==> config.mk <==
export PLATFORM = sky130hd
export DESIGN_NAME = input_conditioner
export DESIGN_NICKNAME = d
export VERILOG_FILES = /design/src/rtl/input_conditioner.sv
export SDC_FILE = /design/constraint.sdc
export NUM_CORES = 1
export LEC_CHECK = 0
export ABC_AREA = 1
export CORE_UTILIZATION = 37
export CTS_CLUSTER_DIAMETER = 50
export CTS_CLUSTER_SIZE = 24
export DETAILED_ROUTE_END_ITERATION = 6
export GPL_TIMING_DRIVEN = 1
export PLACE_DENSITY = 0.61
export SETUP_SLACK_MARGIN = 0.15
export SLEW_MARGIN = 5
export SYNTH_ARGS = -nofsm -noshare
export SYNTH_HDL_FRONTEND = slang
export SYNTH_SLANG_ARGS = --single-unit
==> constraint.sdc <==
create_clock -name CLOCK_50 -period 4.6 [get_ports CLOCK_50]
set_input_delay 0.92 -clock CLOCK_50 [delete_from_list [all_inputs] [get_ports CLOCK_50]]
set_output_delay 0.92 -clock CLOCK_50 [all_outputs]
set_load 0.02 [all_outputs]
==> src/rtl/input_conditioner.sv <==
// input_conditioner: synchronizes switches and debounces/edge-detects pushbuttons from raw board pins.
module input_conditioner #(
  parameter int SW_WIDTH        = 18,
  parameter int NUM_KEYS        = 3,
  parameter int DEBOUNCE_CYCLES = 1_000_000
) (
  input  logic                CLOCK_50,
  input  logic                rst_n,
  input  logic [SW_WIDTH-1:0] SW,
  input  logic [NUM_KEYS-1:0] KEY,
  output logic [SW_WIDTH-1:0] sw_sync,
  output logic                sw_change,
  output logic [NUM_KEYS-1:0] key_level,
  output logic [NUM_KEYS-1:0] key_press,
  output logic [NUM_KEYS-1:0] key_release
);
  localparam int CW = $clog2(DEBOUNCE_CYCLES + 1);
  localparam logic [CW-1:0] CNT_LAST = CW'(DEBOUNCE_CYCLES - 1);
  localparam logic [CW-1:0] CNT_ONE = CW'(1);
  localparam bit SHORT = (DEBOUNCE_CYCLES == 1);
  localparam logic [1:0] UP = 2'd0, CNT_DN = 2'd1, DOWN = 2'd2, CNT_UP = 2'd3;
  logic [SW_WIDTH-1:0] sw_s1_q, sw_s2_q, sw_prev_q;
  logic [NUM_KEYS-1:0] key_s1_q, key_s2_q, pressed;
  logic [1:0] warm_q, warm_d;
  logic sw_change_q, sw_change_d;
  logic [1:0] state_q [NUM_KEYS];
  logic [1:0] state_d [NUM_KEYS];
  logic [CW-1:0] cnt_q [NUM_KEYS];
  logic [CW-1:0] cnt_d [NUM_KEYS];
  logic [NUM_KEYS-1:0] level_q, level_d, press_q, press_d, release_q, release_d;
  assign pressed = ~key_s2_q;
  assign sw_sync = sw_s2_q;
  assign sw_change = sw_change_q;
  assign key_level = level_q;
  assign key_press = press_q;
  assign key_release = release_q;
  // Warm-up masks the compare until the sync pipeline and prev register hold real pin data.
  always_comb begin
    warm_d = (warm_q == 2'd3) ? warm_q : warm_q + 2'd1;
    sw_change_d = (warm_q == 2'd3) && (sw_s2_q != sw_prev_q);
  end
  always_comb begin
    level_d = '0;
    for (int i = 0; i < NUM_KEYS; i++) begin
      state_d[i] = state_q[i];
      cnt_d[i] = cnt_q[i];
      case (state_q[i])
        UP: if (pressed[i]) begin
          state_d[i] = SHORT ? DOWN : CNT_DN;
          cnt_d[i] = SHORT ? '0 : CNT_ONE;
        end
        CNT_DN: if (!pressed[i]) begin
          state_d[i] = UP;
          cnt_d[i] = '0;
        end else if (cnt_q[i] == CNT_LAST) begin
          state_d[i] = DOWN;
          cnt_d[i] = '0;
        end else cnt_d[i] = cnt_q[i] + CNT_ONE;
        DOWN: if (!pressed[i]) begin
          state_d[i] = SHORT ? UP : CNT_UP;
          cnt_d[i] = SHORT ? '0 : CNT_ONE;
        end
        default: if (pressed[i]) begin
          state_d[i] = DOWN;
          cnt_d[i] = '0;
        end else if (cnt_q[i] == CNT_LAST) begin
          state_d[i] = UP;
          cnt_d[i] = '0;
        end else cnt_d[i] = cnt_q[i] + CNT_ONE;
      endcase
      level_d[i] = (state_q[i] == DOWN) || (state_q[i] == CNT_UP);
    end
    press_d = level_d & ~level_q;
    release_d = ~level_d & level_q;
  end
  always_ff @(posedge CLOCK_50) begin
    if (!rst_n) begin
      sw_s1_q <= '0;
      sw_s2_q <= '0;
      sw_prev_q <= '0;
      key_s1_q <= '1;
      key_s2_q <= '1;
      warm_q <= '0;
      sw_change_q <= 1'b0;
      level_q <= '0;
      press_q <= '0;
      release_q <= '0;
      for (int i = 0; i < NUM_KEYS; i++) begin
        state_q[i] <= UP;
        cnt_q[i] <= '0;
      end
    end else begin
      sw_s1_q <= SW;
      sw_s2_q <= sw_s1_q;
      sw_prev_q <= sw_s2_q;
      key_s1_q <= KEY;
      key_s2_q <= key_s1_q;
      warm_q <= warm_d;
      sw_change_q <= sw_change_d;
      level_q <= level_d;
      press_q <= press_d;
      release_q <= release_d;
      for (int i = 0; i < NUM_KEYS; i++) begin
        state_q[i] <= state_d[i];
        cnt_q[i] <= cnt_d[i];
      end
    end
  end
endmodule
After elaboration in Yosys (flattened, before gate mapping)
Memory sizes are Yosys's and may differ from the RTL's.
Cells that the tools add are included.
{"block": "op_classes", "addsub": 4, "eq_ne": 14, "muxes": 47, "bitwise": 11, "reduce_logical": 7}
{"op": "two-way mux 20 bit", "count": 18}
{"op": "one-hot mux 20 bit (3 select lines)", "count": 3}
{"op": "adder 20 x 1 -> 20 bit, second input constant", "count": 3}
{"op": "equality test 20 bit, second input constant", "count": 3}
{"op": "two-way mux 2 bit", "count": 21}
{"op": "inequality test 18 bit", "count": 1}
{"op": "one-hot mux 2 bit (3 select lines)", "count": 3}
{"op": "equality test 2 bit, second input constant", "count": 7}
{"op": "inverter 3 bit", "count": 3}
{"op": "AND 3 bit", "count": 2}
{"op": "equality test 2 x 1 -> 1 bit, second input constant", "count": 3}
{"op": "zero test 2 bit", "count": 3}
{"op": "bitwise OR 1 bit", "count": 6}
{"op": "logical OR 1 bit", "count": 3}
{"op": "adder 2 x 1 -> 2 bit, second input constant", "count": 1}
{"op": "two-way mux 1 bit", "count": 2}
{"op": "logical AND 1 bit", "count": 1}
{"block": "word_totals", "reg_bits": 72, "ram_bits": 66, "word_cells": 95, "mem_count": 2}
{"name": "cnt_q", "depth": 3, "word_bits": 20, "rd": 3, "rd_clocked_by_memory_dff": 0, "wr": 3, "line": "28", "source": "logic [CW-1:0] cnt_q [NUM_KEYS];"}
{"name": "state_q", "depth": 3, "word_bits": 2, "rd": 3, "rd_clocked_by_memory_dff": 0, "wr": 3, "line": "26", "source": "logic [1:0] state_q [NUM_KEYS];"}

Longest topological paths before layout
Gate-level depths: netlist of the first run.
{"block": "depth", "ltp_word": 5, "mapped_depth": 13, "mapped_depth_nobuf": 12}

Worst setup path after synthesis of the first run
No wires, ideal clock.
{"block": "synth_path", "path_type": "input-to-reg", "from": "in rst_n", "to": "reg sw_prev_q[13]", "setup_time_ns": 0.057, "arrival_time_ns": 1.688, "required_ns": 4.543, "slack_ns": 2.855, "path_stages": 5, "n_path_buf": 3, "path_cell_list": "buf_6 clkbuf_1 clkbuf_1 nand2_1 inv_1"}
{"element": "start: declaration", "line": "8", "source": "input logic rst_n,"}
{"element": "end signal: assignment", "line": "95", "source": "sw_prev_q <= sw_s2_q;"}
{"element": "end: declaration", "line": "22", "source": "logic [SW_WIDTH-1:0] sw_s1_q, sw_s2_q, sw_prev_q;"}
No word-level cell between the ends.

==> impl_metrics.prom, run 1 <==
# TYPE chip_impl_metric gauge
chip_impl_info{name="outcome",value="finished clean"} 1
chip_impl_metric{name="yosysUniqueCellTypes",unit=""} 36
chip_impl_metric{name="fraction_of_layout_instances_using_a_drive_strength_above_1",unit=""} 0.09545
chip_impl_metric{name="fin_tns_setup",unit="ns"} 0
chip_impl_metric{name="drt_iter0_drc",unit=""} 188
chip_impl_metric{name="detail_route.first_pass.iterations",unit=""} 4
chip_impl_metric{name="global_route_usage_over_all_layers",unit=""} 0.1450
chip_impl_metric{name="postSynthCellCount",unit=""} 833
chip_impl_info{name="mostFrequentLayoutCells",value="sky130_fd_sc_hd__nand2_1, sky130_fd_sc_hd__dfxtp_1, sky130_fd_sc_hd__inv_1"} 1
chip_impl_metric{name="cts.path.max_buffers",unit=""} 2
chip_impl_info{name="worst-setup-path-type",value="flop to flop"} 1
chip_impl_metric{name="finalMaxSlewViolations",unit=""} 0
chip_impl_metric{name="cap_violations",unit=""} 0
chip_impl_metric{name="ys_seq_area_frac",unit=""} 0.4489
chip_impl_info{name="critical_path.endpoint_type",value="flop"} 1
chip_impl_metric{name="synth_nets",unit=""} 872
chip_impl_metric{name="finalPower",unit="µW"} 2808
chip_impl_metric{name="ys_ff_latch",unit=""} 138
chip_impl_info{name="most_common_cell_after_layout_fill_and_taps_aside",value="sky130_fd_sc_hd__nand2_1"} 1
chip_impl_info{name="worst_hold_path_type",value="flop to flop"} 1
chip_impl_metric{name="fmax",unit="MHz"} 418.6
chip_impl_metric{name="place.port_buffers",unit=""} 50
chip_impl_info{name="crit_path_cell_trace",value="inv_1 -> ha_1 -> inv_1 -> o21ai_1 -> inv_2 -> nand2_2 -> nand2_2 -> nor3_1"} 1
chip_impl_metric{name="num-fill-cells",unit=""} 1604
chip_impl_metric{name="yosysWarningCount",unit=""} 0
chip_impl_metric{name="clkLatencyLatePin",unit="ns"} 0.42
chip_impl_metric{name="power_per_cell_area",unit="mW/mm²"} 376.2
chip_impl_metric{name="core.rowCount",unit=""} 46
chip_impl_metric{name="avgRoutedWirePerCell",unit="µm"} 10.13
chip_impl_metric{name="detail_route.vias_per_cell",unit=""} 4.392
chip_impl_metric{name="synth-edff-count",unit=""} 0
chip_impl_metric{name="critical_path_required",unit="ns"} 4.94
chip_impl_metric{name="synthArstFlopShare",unit=""} 0
chip_impl_info{name="crit_path_top_delay_cell",value="sky130_fd_sc_hd__o21ai_1"} 1
chip_impl_metric{name="worstMarginPinSlew",unit="ns"} 0.9946
chip_impl_info{name="ys.flop_type",value="sky130_fd_sc_hd__dfxtp_1"} 1
chip_impl_metric{name="clkTransAtPathRegs",unit="ns"} 0.06
chip_impl_metric{name="post-route-drc-count",unit=""} 0
chip_impl_metric{name="critical_path.max_stage_delay",unit="ns"} 0.76
chip_impl_metric{name="hold_viol_final",unit=""} 0
chip_impl_metric{name="start_util",unit=""} 0.3833
chip_impl_metric{name="num_antenna_cells",unit=""} 0
chip_impl_metric{name="gp_routability_congestion",unit=""} 0.8395
chip_impl_metric{name="dp_hpwl",unit="mm"} 7.973
chip_impl_info{name="unrepaired_setup_endpoints_after_global_routing",value="no"} 1
chip_impl_info{name="critical_path.startpoint_type",value="flop"} 1
chip_impl_metric{name="ioPinCount",unit=""} 51
chip_impl_metric{name="grt_pass1_wl",unit="mm"} 19.41
chip_impl_metric{name="grt_overflow",unit=""} 0
chip_impl_metric{name="numCtsBuffers",unit=""} 17
chip_impl_metric{name="timing.hold.worst_path_depth",unit=""} 2
chip_impl_metric{name="grt_max_degree",unit=""} 60
chip_impl_metric{name="grt_pass1_vias",unit=""} 4451
chip_impl_metric{name="timing.final.setup_violations",unit=""} 0
chip_impl_metric{name="fin_worst_skew",unit="ns"} 0.005181
chip_impl_metric{name="worst-r2r-cell-count",unit=""} 8
chip_impl_metric{name="post-cts-setup-buffers",unit=""} 0
chip_impl_metric{name="syn_avg_cell_area",unit="µm²"} 7.389
chip_impl_metric{name="die_y",unit="µm"} 131.0
chip_impl_info{name="cts.root.buffer_cell",value="sky130_fd_sc_hd__clkbuf_16"} 1
chip_impl_metric{name="post_route_fraction_of_the_period_consumed_by_the_critical_path",unit=""} 0.5193
chip_impl_metric{name="area_delta_synth_final",unit="%"} 21.26
chip_impl_info{name="clock_tree_from_tritoncts",value="built"} 1
chip_impl_metric{name="timing.critical_path.fanout_max",unit=""} 13
chip_impl_metric{name="ctsHoldBuffers",unit=""} 0
chip_impl_metric{name="die-width",unit="µm"} 131.0
chip_impl_metric{name="post_cts_resized",unit=""} 0
chip_impl_metric{name="worst_hold_slack",unit="ns"} 0.4084
chip_impl_metric{name="syn-cell-area",unit="mm²"} 0.006155
chip_impl_metric{name="clock_sinks",unit=""} 138
chip_impl_metric{name="core_region_area",unit="mm²"} 0.01606
chip_impl_metric{name="antenna_found_initial",unit=""} 0
chip_impl_metric{name="finalCriticalPeriod",unit="ns"} 2.389
chip_impl_metric{name="max-vdd-ir-drop",unit="V"} 0.0002753
chip_impl_metric{name="route.vias.total",unit=""} 4906
chip_impl_metric{name="worstPathArrival",unit="ns"} 2.73
chip_impl_metric{name="design.final.nets",unit=""} 927
chip_impl_metric{name="wl",unit="mm"} 11.32
chip_impl_metric{name="slew_headroom",unit=""} 0.3325
chip_impl_metric{name="ctsHtreeMaxLevel",unit=""} 4
chip_impl_metric{name="die_area",unit="mm²"} 0.01715
chip_impl_metric{name="p_leak",unit="µW"} 0.003214
chip_impl_metric{name="drt.antenna.violating_nets",unit=""} 0
==> through the flow <==
| step | cells | instance area (µm²) | utilization | worst slack, ns |
|---|---|---|---|---|
| 3_5_place_dp | 1085 | 6835 | 0.4257 | 2.192 |
| 2_1_floorplan | 833 | 6155 | - | 2.855 |
| 6_report | 1117 | 7463 | 0.4648 | 2.211 |
| 3_3_place_gp | 1085 | 6835 | 0.4257 | 2.334 |
| 5_1_grt | 1117 | 7463 | 0.4648 | 1.936 |
| 4_1_cts | 1117 | 7463 | 0.4648 | 2.197 |
==> logic make-up after synthesis <==
family / after synthesis / synth area share
AO/OA/AOI/OAI: 50 / 0.04351
XOR/XNOR: 41 / 0.05834
adder cells (fa/ha/maj): 16 / 0.03253
buffers and inverters: 151 / 0.09799
flip-flops: 138 / 0.4489
multiplexers: 1 / 0.001626
AND/OR/NAND/NOR: 436 / 0.3171
==> critical path, delay by kind of cell (launching register included) <==
family                     cells  cell delay [ns]
AOI/OAI and AO/OA              1             0.76
and+or+nand+nor                3             0.58
buffers and inverters          3             0.39
DFF                            1             0.36
adders and majority gates      1             0.20
==> cells in the mapped netlist (2+ instances only) <==
master	count	area share
sky130_fd_sc_hd__a21oi_1	20	0.016
sky130_fd_sc_hd__a31oi_1	5	0.0051
sky130_fd_sc_hd__buf_2	2	0.0016
sky130_fd_sc_hd__buf_6	3	0.0055
sky130_fd_sc_hd__clkbuf_1	9	0.0055
sky130_fd_sc_hd__dfxtp_1	138	0.45
sky130_fd_sc_hd__ha_1	16	0.033
sky130_fd_sc_hd__inv_1	133	0.081
sky130_fd_sc_hd__inv_2	3	0.0018
sky130_fd_sc_hd__nand2_1	176	0.11
sky130_fd_sc_hd__nand2_2	12	0.012
sky130_fd_sc_hd__nand2_4	3	0.0055
sky130_fd_sc_hd__nand3_1	40	0.033
sky130_fd_sc_hd__nand3b_1	4	0.0049
sky130_fd_sc_hd__nand4_1	21	0.021
sky130_fd_sc_hd__nor2_1	126	0.077
sky130_fd_sc_hd__nor2_2	17	0.017
sky130_fd_sc_hd__nor2_4	2	0.0037
sky130_fd_sc_hd__nor3_1	17	0.014
sky130_fd_sc_hd__o21ai_0	18	0.015
sky130_fd_sc_hd__o21ai_1	2	0.0016
sky130_fd_sc_hd__o22ai_1	2	0.0020
sky130_fd_sc_hd__or2_2	12	0.012
sky130_fd_sc_hd__xnor2_1	11	0.016
sky130_fd_sc_hd__xor2_1	30	0.043
==> where the power goes <==
group	internal, µW	switching [µW]
registers	1230	17.6
clock network	904	520
logic	60.1	80.0
==> metal layers <==
| metal | GRT usage | vias to the layer above | part of all wire |
|---|---|---|---|
| li1 | - | 2669 | - |
| met1 | 0.1745 | 2156 | 0.49 |
| met2 | 0.2334 | 71 | 0.45 |
| met3 | 0.04886 | 10 | 0.049 |
| met4 | 0.06694 | 0 | 0.014 |
| met5 | 0 | - | 0 |
==> registers in the layout, indices dropped and copies added (netlist names), named ones only <==
register and count:
key_release 3, warm_q 2, key_level 3, sw_change 1, sw_sync 18, cnt_q 60
state_q 3, key_s1_q 3, sw_s1_q 18, key_press 3, key_s2_q 3, sw_prev_q 18
==> final timing paths <==
| path | end | slack (ns) | startpoint |
|---|---|---|---|
| max | cnt_q[0][44]$_SDFFE_PN0P_ | 2.21 | state_q[0][4]$_SDFFE_PN0P_ |
| min | sw_sync[1]$_SDFF_PN0_ | 0.41 | sw_s1_q[1]$_SDFF_PN0_ |
| max reg2reg | cnt_q[0][44]$_SDFFE_PN0P_ | 2.21 | state_q[0][4]$_SDFFE_PN0P_ |
| min reg2reg | sw_sync[1]$_SDFF_PN0_ | 0.41 | sw_s1_q[1]$_SDFF_PN0_ |
==> layout make-up <==
class	instances	area (µm²)	share of cell area
clock buffer	21	470.5	0.06303
sequential	138	2763	0.3702
clock inverter	11	157.7	0.02112
inverter	136	510.5	0.06840
tap	216	270.3	0.03621
multi-input combinational	544	2789	0.3737
timing repair buffer	51	503.0	0.06739
No activity file was read; power rests on OpenSTA's default activity.
==> run 2: changes to the inputs <==
Settings changed: PLACE_DENSITY 0.61 to 0.63.
Clock period 4.6 ns to 2.1 ns, I/O delays scaled along.
==> run 2 against run 1 <==
Effect of this change:
- flip-flop and latch count stayed put
- global-route usage is 0.66 points higher
- final cell count is 0.63% higher
- largest cell class unchanged
- total power is 120% higher
- combinational power is 130% higher
- wire length is 2.0% higher
- critical endpoint is now sw_sync[15]
- non-clock buffer count is 7 higher
- critical path type is now flop to output port
- clock power is 110% higher
- die area stayed put
==> impl_metrics.prom, run 2 (same netlist as run 1, synthesis figures left out) <==
# TYPE chip_impl_metric gauge
chip_impl_metric{name="num-fill-cells",unit=""} 1562
chip_impl_metric{name="ctsHtreeMaxLevel",unit=""} 4
chip_impl_info{name="timing.hold.worst.start",value="sw_s1_q[17]$_SDFF_PN0_"} 1
chip_impl_metric{name="grt_pass1_vias",unit=""} 4591
chip_impl_metric{name="p_leak",unit="µW"} 0.003253
chip_impl_metric{name="gp_routability_congestion",unit=""} 0.8533
chip_impl_info{name="crit_path_cell_trace",value="clkdlybuf4s50_1"} 1
chip_impl_metric{name="ioPinCount",unit=""} 51
chip_impl_info{name="cts.root.buffer_cell",value="sky130_fd_sc_hd__clkbuf_16"} 1
chip_impl_metric{name="post_route_fraction_of_the_period_consumed_by_the_critical_path",unit=""} 0.8779
chip_impl_metric{name="drt_iter0_drc",unit=""} 270
chip_impl_metric{name="power_per_cell_area",unit="mW/mm²"} 801.1
chip_impl_metric{name="cellInternalPower",unit="µW"} 4614
chip_impl_metric{name="clkTransAtPathRegs",unit="ns"} 0.06
chip_impl_metric{name="max-vdd-ir-drop",unit="V"} 0.0006404
chip_impl_info{name="startpoint_of_the_worst_slack_reg_to_reg_timing_path",value="state_q[0][0]$_SDFFE_PN0P_"} 1
chip_impl_metric{name="slew_headroom",unit=""} 0.5597
chip_impl_metric{name="finalCriticalPeriod",unit="ns"} 1.844
chip_impl_metric{name="detail_route.vias_per_cell",unit=""} 4.352
chip_impl_metric{name="drt.antenna.violating_nets",unit=""} 0
chip_impl_metric{name="timing.hold.worst_path_depth",unit=""} 2
chip_impl_metric{name="cts.path.max_buffers",unit=""} 2
chip_impl_metric{name="design.final.nets",unit=""} 934
chip_impl_metric{name="critical_path_required",unit="ns"} 1.68
chip_impl_metric{name="fin_tns_setup",unit="ns"} 0
chip_impl_metric{name="route.vias.total",unit=""} 4892
chip_impl_metric{name="detail_route.first_pass.iterations",unit=""} 4
chip_impl_metric{name="preCtsSetupSlack",unit="ns"} 0.1879
chip_impl_metric{name="rrSetupSlack",unit="ns"} 0.31
chip_impl_metric{name="global_route_usage_over_all_layers",unit=""} 0.1517
chip_impl_metric{name="num_antenna_cells",unit=""} 0
chip_impl_info{name="worst_hold_path_type",value="flop to flop"} 1
chip_impl_metric{name="critical_path.max_stage_delay",unit="ns"} 0.63
chip_impl_metric{name="core.rowCount",unit=""} 46
chip_impl_metric{name="core_region_area",unit="mm²"} 0.01606
chip_impl_metric{name="fmax",unit="MHz"} 542.4
chip_impl_metric{name="total_switching_power",unit="µW"} 1439
chip_impl_metric{name="place.port_buffers",unit=""} 50
chip_impl_metric{name="antenna_found_initial",unit=""} 0
chip_impl_metric{name="avgRoutedWirePerCell",unit="µm"} 10.27
chip_impl_info{name="unrepaired_setup_endpoints_after_global_routing",value="no"} 1
chip_impl_metric{name="die-width",unit="µm"} 131.0
chip_impl_metric{name="seqPwrFrac",unit=""} 0.450
chip_impl_metric{name="proportion_of_power_drawn_by_the_clock_network",unit=""} 0.497
chip_impl_info{name="clock_tree_from_tritoncts",value="built"} 1
chip_impl_metric{name="worstPathArrival",unit="ns"} 1.42
chip_impl_metric{name="dp_hpwl",unit="mm"} 8.008
chip_impl_metric{name="clkLatencyLatePin",unit="ns"} 0.42
chip_impl_metric{name="final.setup.worst_slack",unit="ns"} 0.2564
chip_impl_info{name="worst-setup-path-type",value="flop to output port"} 1
chip_impl_metric{name="post-route-drc-count",unit=""} 0
chip_impl_info{name="critical_path.endpoint_type",value="output port"} 1
chip_impl_metric{name="timing.final.setup_violations",unit=""} 0
chip_impl_info{name="crit_path_top_delay_cell",value="sky130_fd_sc_hd__clkdlybuf4s50_1"} 1
chip_impl_info{name="whs_endpoint",value="sw_sync[17]$_SDFF_PN0_"} 1
chip_impl_metric{name="area_delta_synth_final",unit="%"} 22.77
chip_impl_metric{name="timing.critical_path.fanout_max",unit=""} 4
chip_impl_metric{name="finalMaxSlewViolations",unit=""} 0
chip_impl_metric{name="grt_pass1_wl",unit="mm"} 20.28
chip_impl_metric{name="count_of_buffer_and_inverter_cells_on_the_critical_path",unit=""} 1
chip_impl_metric{name="clock_sinks",unit=""} 138
chip_impl_metric{name="logic_pwr_share",unit=""} 0.054
chip_impl_metric{name="wl",unit="mm"} 11.55
chip_impl_metric{name="start_util",unit=""} 0.3833
chip_impl_info{name="timing.rr.end",value="cnt_q[0][17]$_SDFFE_PN0P_"} 1
chip_impl_metric{name="grt_max_degree",unit=""} 69
chip_impl_metric{name="fin_worst_skew",unit="ns"} 0.005601
chip_impl_info{name="register_with_the_most_flip_flops",value="cnt_q"} 1
chip_impl_info{name="mostFrequentLayoutCells",value="sky130_fd_sc_hd__nand2_1, sky130_fd_sc_hd__dfxtp_1, sky130_fd_sc_hd__inv_1"} 1
chip_impl_metric{name="die_area",unit="mm²"} 0.01715
chip_impl_metric{name="grt_overflow",unit=""} 0
chip_impl_info{name="most_common_cell_after_layout_fill_and_taps_aside",value="sky130_fd_sc_hd__nand2_1"} 1
chip_impl_metric{name="fraction_of_layout_instances_using_a_drive_strength_above_1",unit=""} 0.1090
chip_impl_metric{name="worstMarginPinSlew",unit="ns"} 0.6597
chip_impl_info{name="outcome",value="finished clean"} 1
chip_impl_metric{name="cap_violations",unit=""} 0
chip_impl_info{name="worst_path_dominant_cell_family",value="buffers and inverters"} 1
chip_impl_metric{name="numCtsBuffers",unit=""} 17
chip_impl_metric{name="hold_viol_final",unit=""} 0
chip_impl_metric{name="die_y",unit="µm"} 131.0
chip_impl_metric{name="largest_register_ffs",unit=""} 60
chip_impl_metric{name="worst-r2r-cell-count",unit=""} 10
chip_impl_info{name="critical_path.startpoint_type",value="flop"} 1
chip_impl_metric{name="swShare",unit=""} 0.2377
## run 2: metal layers
layer / up-vias / global-route usage / part of all wire
li1: 2678 / - / -
met1: 2130 / 0.1921 / 0.50
met2: 70 / 0.2390 / 0.44
met3: 14 / 0.04927 / 0.043
met4: 0 / 0.05882 / 0.015
met5: - / 0 / 0
## run 2: how the worst max path moves through the flow
| stage | start | endpoint | slack, ns | cells after the start |
|---|---|---|---|---|
| 3_5_place_dp | state_q[0][2]$_SDFFE_PN0P_ | cnt_q[0][38]$_SDFFE_PN0P_ | 0.19 | 10 |
| 3_3_place_gp | state_q[0][2]$_SDFFE_PN0P_ | cnt_q[0][38]$_SDFFE_PN0P_ | 0.24 | 10 |
| 5_1_grt | state_q[0][4]$_SDFFE_PN0P_ | cnt_q[0][52]$_SDFFE_PN0P_ | 0.13 | 11 |
| 6_report | sw_sync[15]$_SDFF_PN0_ | sw_sync[15] | 0.26 | 1 |
| 2_1_floorplan | state_q[0][2]$_SDFFE_PN0P_ | cnt_q[0][38]$_SDFFE_PN0P_ | 0.40 | 10 |
| 4_1_cts | state_q[0][2]$_SDFFE_PN0P_ | cnt_q[0][38]$_SDFFE_PN0P_ | 0.19 | 10 |
## run 2: final cells by class
| class | instances | area [µm²] | share of cell area |
|---|---|---|---|
| flip-flops and latches | 138 | 2769 | 0.3665 |
| repair buffers | 58 | 580.6 | 0.07683 |
| clock inverters | 13 | 158.9 | 0.02103 |
| clock buffers | 19 | 432.9 | 0.05729 |
| multi-input cells | 544 | 2831 | 0.3747 |
| inverters | 136 | 513.0 | 0.06789 |
| well taps | 216 | 270.3 | 0.03577 |
## run 2: repair_timing
| item | CTS | global route |
|---|---|---|
| setup endpoints to repair | 0 | 53 |
| buffers inserted | 0 | 1 |
| resized for setup | 0 | 14 |
| hold buffers | 0 | 0 |
## run 2: power groups by stage
stage | Sequential, µW | Combinational [µW] | Clock, µW
floorplan | 2790 | 191 | 0
global placement | 2780 | 323 | 0
detailed placement | 2780 | 327 | 0
CTS | 2720 | 328 | 3080
global route | 2730 | 371 | 3200
finish | 2720 | 325 | 3010
## run 2: per-stage QoR
stage,power [µW],cell area [µm²],cells,hold WS [ns],util
after floorplan,2984,6155,833,0.3905,-
after global placement,3102,6905,1091,0.3917,0.4300
after detailed placement,3107,6905,1091,0.3954,0.4300
after CTS,6132,7497,1123,0.4124,0.4669
after global routing,6301,7556,1124,0.4284,0.4705
final,6053,7556,1124,0.4104,0.4705
